## config.mk

```make
export PLATFORM = sky130hd
export DESIGN_NAME = reset_controller
export DESIGN_NICKNAME = d
export VERILOG_FILES = /design/src/rtl/reset_controller.sv
export SDC_FILE = /design/constraint.sdc
export NUM_CORES = 1
export LEC_CHECK = 0
export BUFFER_PORTS_ARGS = -buffer_cell sky130_fd_sc_hd__buf_2
export CAP_MARGIN = 0
export CORE_MARGIN = 2
export CORE_UTILIZATION = 59
export DETAILED_ROUTE_END_ITERATION = 16
export PLACE_DENSITY = 0.85
export SYNTH_ARGS = -nofsm -noshare
export SYNTH_HDL_FRONTEND = slang
export SYNTH_SLANG_ARGS = --single-unit
```

## constraint.sdc

```tcl
create_clock -name clk_48mhz -period 2.2 [get_ports clk_48mhz]
set_clock_uncertainty 0.1 [all_clocks]
set_input_delay 0.44 -clock clk_48mhz [delete_from_list [all_inputs] [get_ports clk_48mhz]]
set_output_delay 0.44 -clock clk_48mhz [all_outputs]
set_load 0.01 [all_outputs]
```

## src/rtl/reset_controller.sv

```systemverilog
// SoC reset sequencer: synchronizes and debounces a manual reset button,
// holds the SoC in reset for a fixed window, and drives status LEDs.
module reset_controller #(
    parameter int DEBOUNCE_CYCLES = 480000,
    parameter int HOLD_CYCLES     = 16,
    parameter int BLINK_BITS      = 23
) (
    input  logic       clk_48mhz,
    input  logic       reset_n,
    input  logic       button_n,
    input  logic       halt,
    output logic       soc_reset,
    output logic       led_r,
    output logic       led_g,
    output logic       led_b,
    output logic [1:0] state,
    output logic [7:0] reset_count
);

    localparam int DB_W   = $clog2(DEBOUNCE_CYCLES) + 1;
    localparam int HOLD_W = $clog2(HOLD_CYCLES) + 1;

    typedef enum logic [1:0] {
        ST_HOLD  = 2'd0,
        ST_RUN   = 2'd1,
        ST_PRESS = 2'd2,
        ST_HALT  = 2'd3
    } state_e;

    logic                  sync1_q, sync1_d, sync2_q, sync2_d;
    logic                  db_level_q, db_level_d;
    logic [DB_W-1:0]       db_cnt_q, db_cnt_d;
    logic [HOLD_W-1:0]     hold_cnt_q, hold_cnt_d;
    logic [BLINK_BITS-1:0] blink_q, blink_d;
    state_e                state_q, state_d;
    logic                  soc_reset_q, soc_reset_d;
    logic                  led_r_q, led_r_d, led_g_q, led_g_d, led_b_q, led_b_d;
    logic [7:0]            reset_count_q, reset_count_d;
    logic                  press_evt, release_evt;

    // Debounced level flips on the DEBOUNCE_CYCLES-th consecutive differing cycle.
    always_comb begin
        sync1_d    = button_n;
        sync2_d    = sync1_q;
        db_cnt_d   = '0;
        db_level_d = db_level_q;
        if (sync2_q != db_level_q) begin
            if (db_cnt_q == DB_W'(DEBOUNCE_CYCLES - 1)) begin
                db_level_d = sync2_q;
            end else begin
                db_cnt_d = db_cnt_q + DB_W'(1);
            end
        end
        press_evt   = db_level_q & ~db_level_d;
        release_evt = ~db_level_q & db_level_d;
        blink_d     = blink_q + BLINK_BITS'(1);
    end

    always_comb begin
        state_d    = state_q;
        hold_cnt_d = '0;
        case (state_q)
            ST_HOLD: begin
                if (press_evt) begin
                    state_d = ST_PRESS;
                end else if (hold_cnt_q == HOLD_W'(HOLD_CYCLES - 1)) begin
                    state_d = ST_RUN;
                end else begin
                    hold_cnt_d = hold_cnt_q + HOLD_W'(1);
                end
            end
            ST_RUN: begin
                if (press_evt)  state_d = ST_PRESS;
                else if (halt)  state_d = ST_HALT;
            end
            ST_HALT: begin
                if (press_evt)  state_d = ST_PRESS;
            end
            ST_PRESS: begin
                if (release_evt) state_d = ST_HOLD;
            end
            default: state_d = ST_HOLD;
        endcase

        // Outputs are registered from the next state so they line up with state_q.
        soc_reset_d = (state_d == ST_HOLD) || (state_d == ST_PRESS);
        led_r_d     = soc_reset_d;
        led_g_d     = (state_d == ST_RUN);
        led_b_d     = (state_d == ST_HALT) && blink_q[BLINK_BITS-1];

        reset_count_d = reset_count_q;
        if (state_d == ST_PRESS && state_q != ST_PRESS && reset_count_q != 8'hFF) begin
            reset_count_d = reset_count_q + 8'd1;
        end
    end

    always_ff @(posedge clk_48mhz) begin
        if (!reset_n) begin
            sync1_q       <= 1'b1;
            sync2_q       <= 1'b1;
            db_level_q    <= 1'b1;
            db_cnt_q      <= '0;
            hold_cnt_q    <= '0;
            blink_q       <= '0;
            state_q       <= ST_HOLD;
            soc_reset_q   <= 1'b1;
            led_r_q       <= 1'b1;
            led_g_q       <= 1'b0;
            led_b_q       <= 1'b0;
            reset_count_q <= '0;
        end else begin
            sync1_q       <= sync1_d;
            sync2_q       <= sync2_d;
            db_level_q    <= db_level_d;
            db_cnt_q      <= db_cnt_d;
            hold_cnt_q    <= hold_cnt_d;
            blink_q       <= blink_d;
            state_q       <= state_d;
            soc_reset_q   <= soc_reset_d;
            led_r_q       <= led_r_d;
            led_g_q       <= led_g_d;
            led_b_q       <= led_b_d;
            reset_count_q <= reset_count_d;
        end
    end

    assign soc_reset   = soc_reset_q;
    assign led_r       = led_r_q;
    assign led_g       = led_g_q;
    assign led_b       = led_b_q;
    assign state       = state_q;
    assign reset_count = reset_count_q;

endmodule

```

==> run_results.csv, run 1 <==
group,metric,value,unit
status,status,"finished clean",
placement,pre_cts_slack,0.06662,ns
clocking,path_clk_slew,0.07,ns
cells_and_area,instances_no_fill,382,
synth,synth-xor-area-share,13.34,%
placement,dp_hpwl,3345,um
clocking,cts_hold_buf,0,
synth,synth_top_area_share,45.39,%
cells_and_area,fin_area,3187,um^2
run,max-cap-violations,0,
drt,drt_iter0_drc,103,
setup_path,critPathKind,"reg -> reg",
clocking,clock-root-buffer,"clkbuf_8",
cells_and_area,utilization,68.38,%
drt,wirelength,4800,um
setup_path,cp.arrival,2.19,ns
pwr,power_density,774.9,nW/um^2
synth,syn_area_per_cell,9.409,um^2
synth,syn-num-nets,309,
placement,placed_cells,366,
sta,hold_viol,0,
sta,hold_ws,0.1788,ns
floorplanning,die_area,5354,um^2
floorplanning,fp.dieW,73.17,um
grt,overflow,0,
setup_path,endpoint_kind,"flop",
floorplanning,initial_utilization,60.56,%
setup_path,crit_path_start,"db_cnt_q[15]",
placement,placed_cell_area,2925,um^2
drt,drc,0,
sta,min_period,2.012,ns
synth,synth_edf_count,0,
sta,min_period_over_period,91.47,%
synth,synth-simple-area-share,28.77,%
clocking,clockBufferDepth,2,
drt,first_pass_iters,4,
cells_and_area,syn_to_final_growth,12.90,%
clocking,clk_latency,0.34,ns
synth,synth.mux.area_fraction,2.128,%
min_path,min_from,"button_n",
synth,synth.area.top_cells,"dfxtp_1 45%, nor2_1 7.6%, xor2_1 7.4%",
sta,grt_setup_unrepaired,"no",
pwr,p_total,2.469,mW
min_path,hp-class,"in -> reg",
drt,ant_nets,0,
synth,ys_seq_elements,64,
pwr,p_leak,1.224,nW
synth,synthTopCellsByCount,"64 x dfxtp_1, 57 x nor2_1, 24 x xor2_1",
floorplanning,die_h,73.17,um
grt,grt_pass1_wl,8217,um
synth,yosysWarnings,0,
synth,synth_compound_area_share,3.856,%
setup_path,cp-start-kind,"flop",
cells_and_area,nNetsFinal,332,
synth,netlist_area,2823,um^2
sta,maxSlewViolCount,0,
grt,grt_pass1_vias,1886,
sta,max_slew_margin,62.93,%
setup_path,critPathRequiredTime,2.37,ns
pwr,vdd_drop_max,0.5553,mV
drt,vias_per_cell,5.319,
synth,synthDistinctLibCells,46,
placement,routabilityCongestion,0.7872,
synth,ys_seq_area_share,45.39,%
placement,io_buffers,17,
synth,yosys.area.top_type,"dfxtp_1",
synth,synth_top_family_by_area,"simple AND/OR/NAND/NOR gates",
floorplanning,io_pins,18,
drt,route.detailed.wl_per_inst,12.57,um
sta,tns,0,ns
synth,synthFlopType,"dfxtp_1",
synth,synth.most_common_cell,"dfxtp_1",
grt,grt_max_degree,29,
sta,setup_violations,0,
clocking,cts_num_sinks,64,
clocking,cts_tree,"yes",
drt,vias,2032,
sta,layout_setup_ws,0.1876,ns
synth,synthArstFlopShare,0,%
cells_and_area,final_layout_size_suffix_gt1_share,17.99,%
clocking,cts-htree-levels,3,
sta,tightest_slew,0.5518,ns
grt,grt_antenna_before_repair,0,
setup_path,cp_max_fo,5,
grt,gr-usage-all-layers,20.29,%
setup_path,r2r-start,"db_cnt_q[15]",
cells_and_area,diodes,0,
floorplanning,fp-row-count,25,
sta,fmax,0.4969,GHz
synth,synthAdderAreaFrac,2.216,%
clocking,numCtsBuffers,9,
floorplanning,core,4661,um^2
synth,syn_inst,300,
==> final cells by class <==
cell class	instances	area (um^2)
inverters	13	48.80
clock inverters	6	113.9
clock buffers	10	137.6
repair buffers	20	107.6
multi-input cells	215	1430
flip-flops and latches	64	1281
fillers	361	1474
well taps	54	67.56
==> power by group <==
part | internal, mW | total (mW) | switching, mW
registers | 1.17 | 1.18 | 0.00885
logic | 0.0164 | 0.0444 | 0.0280
clock network | 0.787 | 1.25 | 0.459
total | 1.97 | 2.47 | 0.496
==> per-layer routing <==
layer	up-vias	track usage (%)	wire length, um
met2	25	32.43	2354
li1	1057	-	-
met3	8	8.287	176
met5	-	0	0
met4	0	7.613	44
met1	942	24.39	2224
==> path summary, 6_finish.rpt <==
path / to / slack [ns] / depth (start not counted)
min reg2reg: sync2_q / 0.30 / 1
min: sync1_q / 0.18 / 2
max reg2reg: reset_count[3] / 0.19 / 5
max: reset_count[3] / 0.19 / 5
==> critical path, cell delays in order (launching register included) <==
cell and delay, ns:
dfxtp_1 0.35, or4b_4 0.55, a211o_4 0.33, nor3_4 0.23, and3_1 0.22, mux2i_1 0.17
==> state kept, by name, summed over array words and instances (netlist names), 2 cells and up <==
register,count
state,2
db_cnt_q,20
hold_cnt_q,5
blink_q,23
reset_count,8
==> layout by cell type (no fill, tap or decap), types with 2 or more instances in the layout <==
| cell type | count |
|---|---|
| a21oi_1 | 3 |
| and3_1 | 8 |
| and3_2 | 2 |
| and4_1 | 4 |
| and4_2 | 3 |
| buf_2 | 17 |
| buf_4 | 3 |
| bufinv_16 | 3 |
| clkbuf_8 | 10 |
| clkinvlp_4 | 2 |
| dfxtp_1 | 64 |
| ha_1 | 5 |
| inv_1 | 12 |
| mux2i_1 | 6 |
| nand2_1 | 19 |
| nand2b_1 | 5 |
| nand3_1 | 17 |
| nand4_1 | 11 |
| nor2_1 | 57 |
| nor3_1 | 2 |
| nor4_1 | 3 |
| nor4_2 | 4 |
| or2b_2 | 2 |
| or3_1 | 2 |
| xnor2_1 | 19 |
| xor2_1 | 24 |
==> timing repair <==
item	4_1_cts	5_1_grt
buffers inserted	0	0
endpoints found under the setup margin	0	19
gates resized for setup	0	2
==> kinds of logic after synthesis <==
logic type,count (synthesis)
AND/OR/NAND/NOR,148
buffers and inverters,21
AO/OA/AOI/OAI,13
multiplexers,6
XOR/XNOR,43
flip-flops,64
adder cells (fa/ha/maj),5
No activity file was read; power rests on OpenSTA's default activity.
==> run 2, diff against run 1 <==
--- a/config.mk
+++ b/config.mk
@@ -11,6 +11,7 @@
 export CORE_UTILIZATION = 59
 export DETAILED_ROUTE_END_ITERATION = 16
 export PLACE_DENSITY = 0.85
+export RECOVER_POWER = 25
 export SYNTH_ARGS = -nofsm -noshare
 export SYNTH_HDL_FRONTEND = slang
 export SYNTH_SLANG_ARGS = --single-unit
==> run 2 against run 1 <==
Effect of this change:
- sequential share of layout area grew 0.22 points
- final area shrank 0.55%
- critical endpoint unchanged
- global-route usage is the same
==> run_results.csv, run 2 (synthesis results as in run 1) <==
group,metric,value,unit
status,status,"finished clean",
setup_path,critPathRequiredTime,2.38,ns
cells_and_area,diodes,0,
setup_path,critPathKind,"reg -> reg",
clocking,cts-htree-levels,3,
clocking,post_cts_buffers,0,
cells_and_area,final_common_cell,"dfxtp_1",
cells_and_area,largest_reg_flops,23,
drt,ant_nets,0,
floorplanning,io_pins,18,
clocking,clk_latency,0.35,ns
grt,grt_pass1_vias,1886,
clocking,path_clk_slew,0.07,ns
run,max-cap-violations,0,
floorplanning,core,4661,um^2
placement,dp_hpwl,3345,um
drt,wirelength,4817,um
setup_path,cp_max_fo,5,
drt,route.detailed.wl_per_inst,12.61,um
cells_and_area,regMostFlops,"blink_q",
sta,min_period_over_period,91.53,%
clocking,cts_tree,"yes",
setup_path,slowest_delay,0.55,ns
drt,drc,0,
sta,setup_violations,0,
floorplanning,initial_utilization,60.56,%
grt,grt_antenna_before_repair,0,
sta,fmax,0.4966,GHz
drt,drt_iter0_drc,103,
sta,max_slew_margin,43.74,%
min_path,hp-class,"in -> reg",
floorplanning,fp.dieW,73.17,um
sta,maxSlewViolCount,0,
setup_path,cp_slowest_cell,"or4b_4",
drt,vias_per_cell,5.338,
setup_path,cp.arrival,2.19,ns
setup_path,endpoint_kind,"flop",
sta,hold_viol,0,
sta,min_period,2.014,ns
cells_and_area,layout_common_cells,"64 x dfxtp_1, 57 x nor2_1, 24 x xor2_1",
grt,grt_max_degree,29,
clocking,clockBufferDepth,2,
sta,tns,0,ns
cells_and_area,syn_to_final_growth,12.28,%
placement,io_buffers,17,
placement,routabilityCongestion,0.7872,
sta,grt_setup_unrepaired,"no",
cells_and_area,utilization,68.00,%
clocking,numCtsBuffers,9,
floorplanning,die_area,5354,um^2
drt,vias,2039,
clocking,clock-root-buffer,"clkbuf_8",
sta,tightest_slew,0.8430,ns
floorplanning,die_h,73.17,um
setup_path,crit_chain,"or4b_4, a211o_4, nor3_4, and3_1, mux2i_1",
setup_path,cp-start-kind,"flop",
clocking,cts_num_sinks,64,
pwr,vdd_drop_max,0.5553,mV
pwr,power_density,779.8,nW/um^2
grt,grt_pass1_wl,8217,um
grt,overflow,0,
clocking,cts_hold_buf,0,
cells_and_area,nNetsFinal,332,
cells_and_area,final_layout_size_suffix_gt1_share,14.02,%
drt,first_pass_iters,4,
pwr,p_leak,1.180,nW
floorplanning,fp-row-count,25,
grt,gr-usage-all-layers,20.29,%
[run 2: cell count changes in the layout (fill, tap and decap cells not counted)]
cell	change
inv_2	-1
clkbuf_1	+12
and2_0	+1
inv_1	+1
and2_1	-1
buf_2	-11
buf_4	-1
[run 2: area by class of cell]
cell class	instances	area, um^2
fillers	367	1491
multi-input cells	215	1430
flip-flops and latches	64	1281
clock buffers	10	137.6
clock inverters	6	113.9
repair buffers	20	90.09
well taps	54	67.56
inverters	13	48.80
[run 2: metal layers]
layer	wire length (um)	track usage, %	vias up
li1	-	-	1058
met1	2243	24.39	952
met2	2351	32.43	19
met3	159	8.287	10
met4	63	7.613	0
met5	0	0	-
[run 2: power by group]
group	internal (mW)	switching, mW
combinational	0.0152	0.0279
sequential	1.17	0.00885
clock	0.787	0.463
[run 2: final timing paths]
kind / from / to / slack, ns / cells after the start
min reg2reg: sync1_q / sync2_q / 0.30 / 1
min: button_n / sync1_q / 0.17 / 2
max: db_cnt_q[15] / reset_count[3] / 0.19 / 5
max reg2reg: db_cnt_q[15] / reset_count[3] / 0.19 / 5
[run 2: worst max-delay path, delay by kind of cell (launching register included)]
family	cells	cell delay, ns
compound gates	1	0.33
flops	1	0.35
mux	1	0.17
simple gates	3	1.00
[run 2: timing repair]
action	4_1_cts	5_1_grt
resized for setup	0	2
endpoints found under the hold margin	0	0
endpoints found under the setup margin	0	19
[run 2: metrics by stage]
step / hold WS [ns] / total power [mW] / cell area [um^2] / std cells / setup WS, ns
detailed placement: 0.2971 / 1.250 / 2925 / 366 / 0.06662
global route: 0.1740 / 2.551 / 3169 / 382 / 0.06213
CTS: 0.1636 / 2.498 / 3177 / 382 / 0.04812
floorplan: 0.2863 / 1.242 / 2823 / 300 / 0.2747
global placement: 0.3001 / 1.247 / 2925 / 366 / 0.1591
finish: 0.1742 / 2.472 / 3169 / 382 / 0.1863
==> run 3, diff against run 2 <==
--- a/config.mk
+++ b/config.mk
@@ -7,6 +7,7 @@
 export LEC_CHECK = 0
 export BUFFER_PORTS_ARGS = -buffer_cell sky130_fd_sc_hd__buf_2
 export CAP_MARGIN = 0
+export CORE_ASPECT_RATIO = 1.75
 export CORE_MARGIN = 2
 export CORE_UTILIZATION = 59
 export DETAILED_ROUTE_END_ITERATION = 16
==> run 3 against run 2 <==
Effect of this change:
- global-route usage increased by 0.78 points
- critical path depth increased by 1
- fmax decreased by 2.6%
- highest routed layer unchanged
- first-iteration DRC count decreased by 69%
- worst hold slack improved by 0.017 ns
- register-to-register slack got worse by 0.05 ns
- sequential power about the same
- critical path type unchanged
==> run_results.csv, run 3 (synthesis results as in run 1) <==
group,metric,value,unit
clocking,cts_hold_buf,0,
status,status,"finished clean",
setup_path,critPathKind,"reg -> reg",
sta,fmax,0.4837,GHz
sta,tns,0,ns
cells_and_area,instances_no_fill,380,
clocking,cts_tree,"yes",
sta,max_slew_margin,36.35,%
pwr,vdd_drop_max,0.6494,mV
floorplanning,die_h,95.50,um
cells_and_area,nFillCells,372,
sta,setup_violations,0,
floorplanning,io_pins,18,
setup_path,critPathRequiredTime,2.32,ns
clocking,numCtsBuffers,9,
pwr,power_density,685.9,nW/um^2
sta,min_period,2.067,ns
run,max-cap-violations,0,
clocking,clockBufferDepth,2,
floorplanning,initial_utilization,60.50,%
setup_path,cp.arrival,2.18,ns
drt,ant_nets,0,
grt,grt_antenna_before_repair,0,
grt,grt_pass1_wl,8597,um
sta,tightest_slew,0.9548,ns
placement,pre_cts_slack,0.1617,ns
clocking,path_clk_slew,0.06,ns
clocking,clock-root-buffer,"clkbuf_8",
grt,gr-usage-all-layers,21.07,%
setup_path,endpoint_kind,"flop",
drt,drc,0,
min_path,hp-class,"in -> reg",
cells_and_area,syn_to_final_growth,9.619,%
floorplanning,fp.dieW,56.29,um
clocking,cts_num_sinks,64,
cells_and_area,diodes,0,
drt,vias,2086,
drt,drt_iter0_drc,32,
floorplanning,die_area,5375,um^2
drt,first_pass_iters,4,
placement,placed_cells,366,
cells_and_area,largest_reg_flops,23,
placement,placed_cell_area,2938,um^2
drt,vias_per_cell,5.489,
cells_and_area,multiInputGateArea,1420,um^2
clocking,post_cts_buffers,0,
placement,routabilityCongestion,0.8458,
grt,grt_max_degree,24,
pwr,p_leak,1.160,nW
placement,io_buffers,17,
cells_and_area,final_layout_size_suffix_gt1_share,13.41,%
sta,hold_viol,0,
cells_and_area,layout_common_cells,"64 x dfxtp_1, 57 x nor2_1, 24 x xor2_1",
clocking,cts-htree-levels,3,
floorplanning,fp-row-count,33,
drt,route.detailed.wl_per_inst,13.43,um
drt,wirelength,5104,um
sta,min_period_over_period,93.96,%
floorplanning,core,4666,um^2
grt,grt_pass1_vias,2070,
sta,grt_setup_unrepaired,"no",
clocking,clk_latency,0.34,ns
cells_and_area,final_common_cell,"dfxtp_1",
cells_and_area,nNetsFinal,334,
setup_path,cp-start-kind,"flop",
cells_and_area,fin_area,3094,um^2
setup_path,cp_max_fo,19,
cells_and_area,regMostFlops,"blink_q",
cells_and_area,register_area,1281,um^2
placement,dp_hpwl,3602,um
sta,layout_setup_ws,0.1328,ns
clocking,cts_resized,0,
sta,maxSlewViolCount,0,
grt,overflow,0,
[run 3: cell count changes in the layout (fill, tap and decap cells not counted)]
cell,change
inv_6,-1
buf_4,+2
clkinvlp_4,-2
nand3_2,+1
clkbuf_1,+1
bufinv_16,-3
or2_1,+1
buf_2,+1
clkbuf_8,+2
or2_4,-1
nand3_4,-1
[run 3: per-stage QoR]
step	power [mW]	util [%]	hold WS, ns
after floorplan	1.242	-	0.2863
after global placement	1.249	62.97	0.3359
after detailed placement	1.252	62.97	0.3415
after CTS	2.144	66.67	0.1836
after global routing	2.185	66.32	0.1861
final	2.122	66.32	0.1911
[run 3: layout make-up]
type | count | area share, %
flip-flops and latches | 64 | 41.41
clock buffers | 14 | 5.580
well taps | 52 | 2.103
inverters | 13 | 1.577
repair buffers | 22 | 3.437
multi-input cells | 215 | 45.90
[run 3: path summary, 6_finish.rpt]
path | from | end | slack (ns) | cells after the start
worst max-delay path | db_cnt_q[0] | db_cnt_q[7] | 0.13 | 6
worst min-delay path | button_n | sync1_q | 0.19 | 2
worst max register to register | db_cnt_q[0] | db_cnt_q[7] | 0.13 | 6
worst min register to register | hold_cnt_q[0] | hold_cnt_q[0] | 0.35 | 1
[run 3: layer usage]
layer | track usage (%) | vias to the layer above | routed length [um]
met4 | 14.48 | 0 | 162
met3 | 5.699 | 15 | 124
met5 | 0 | - | 0
li1 | - | 1072 | -
met2 | 38.24 | 31 | 2690
met1 | 20.39 | 968 | 2127
[run 3: critical path, stage by stage (launching register included)]
cell and delay [ns]:
dfxtp_1 0.40, ha_1 0.18, and3_2 0.25, nand4_4 0.18, or2_1 0.38, nand3_2 0.34
nor2_1 0.09
[run 3: where the power goes]
part	total (mW)	switching [mW]	internal (mW)
clock network	0.898	0.408	0.490
registers	1.18	0.00925	1.17
logic	0.0441	0.0287	0.0154
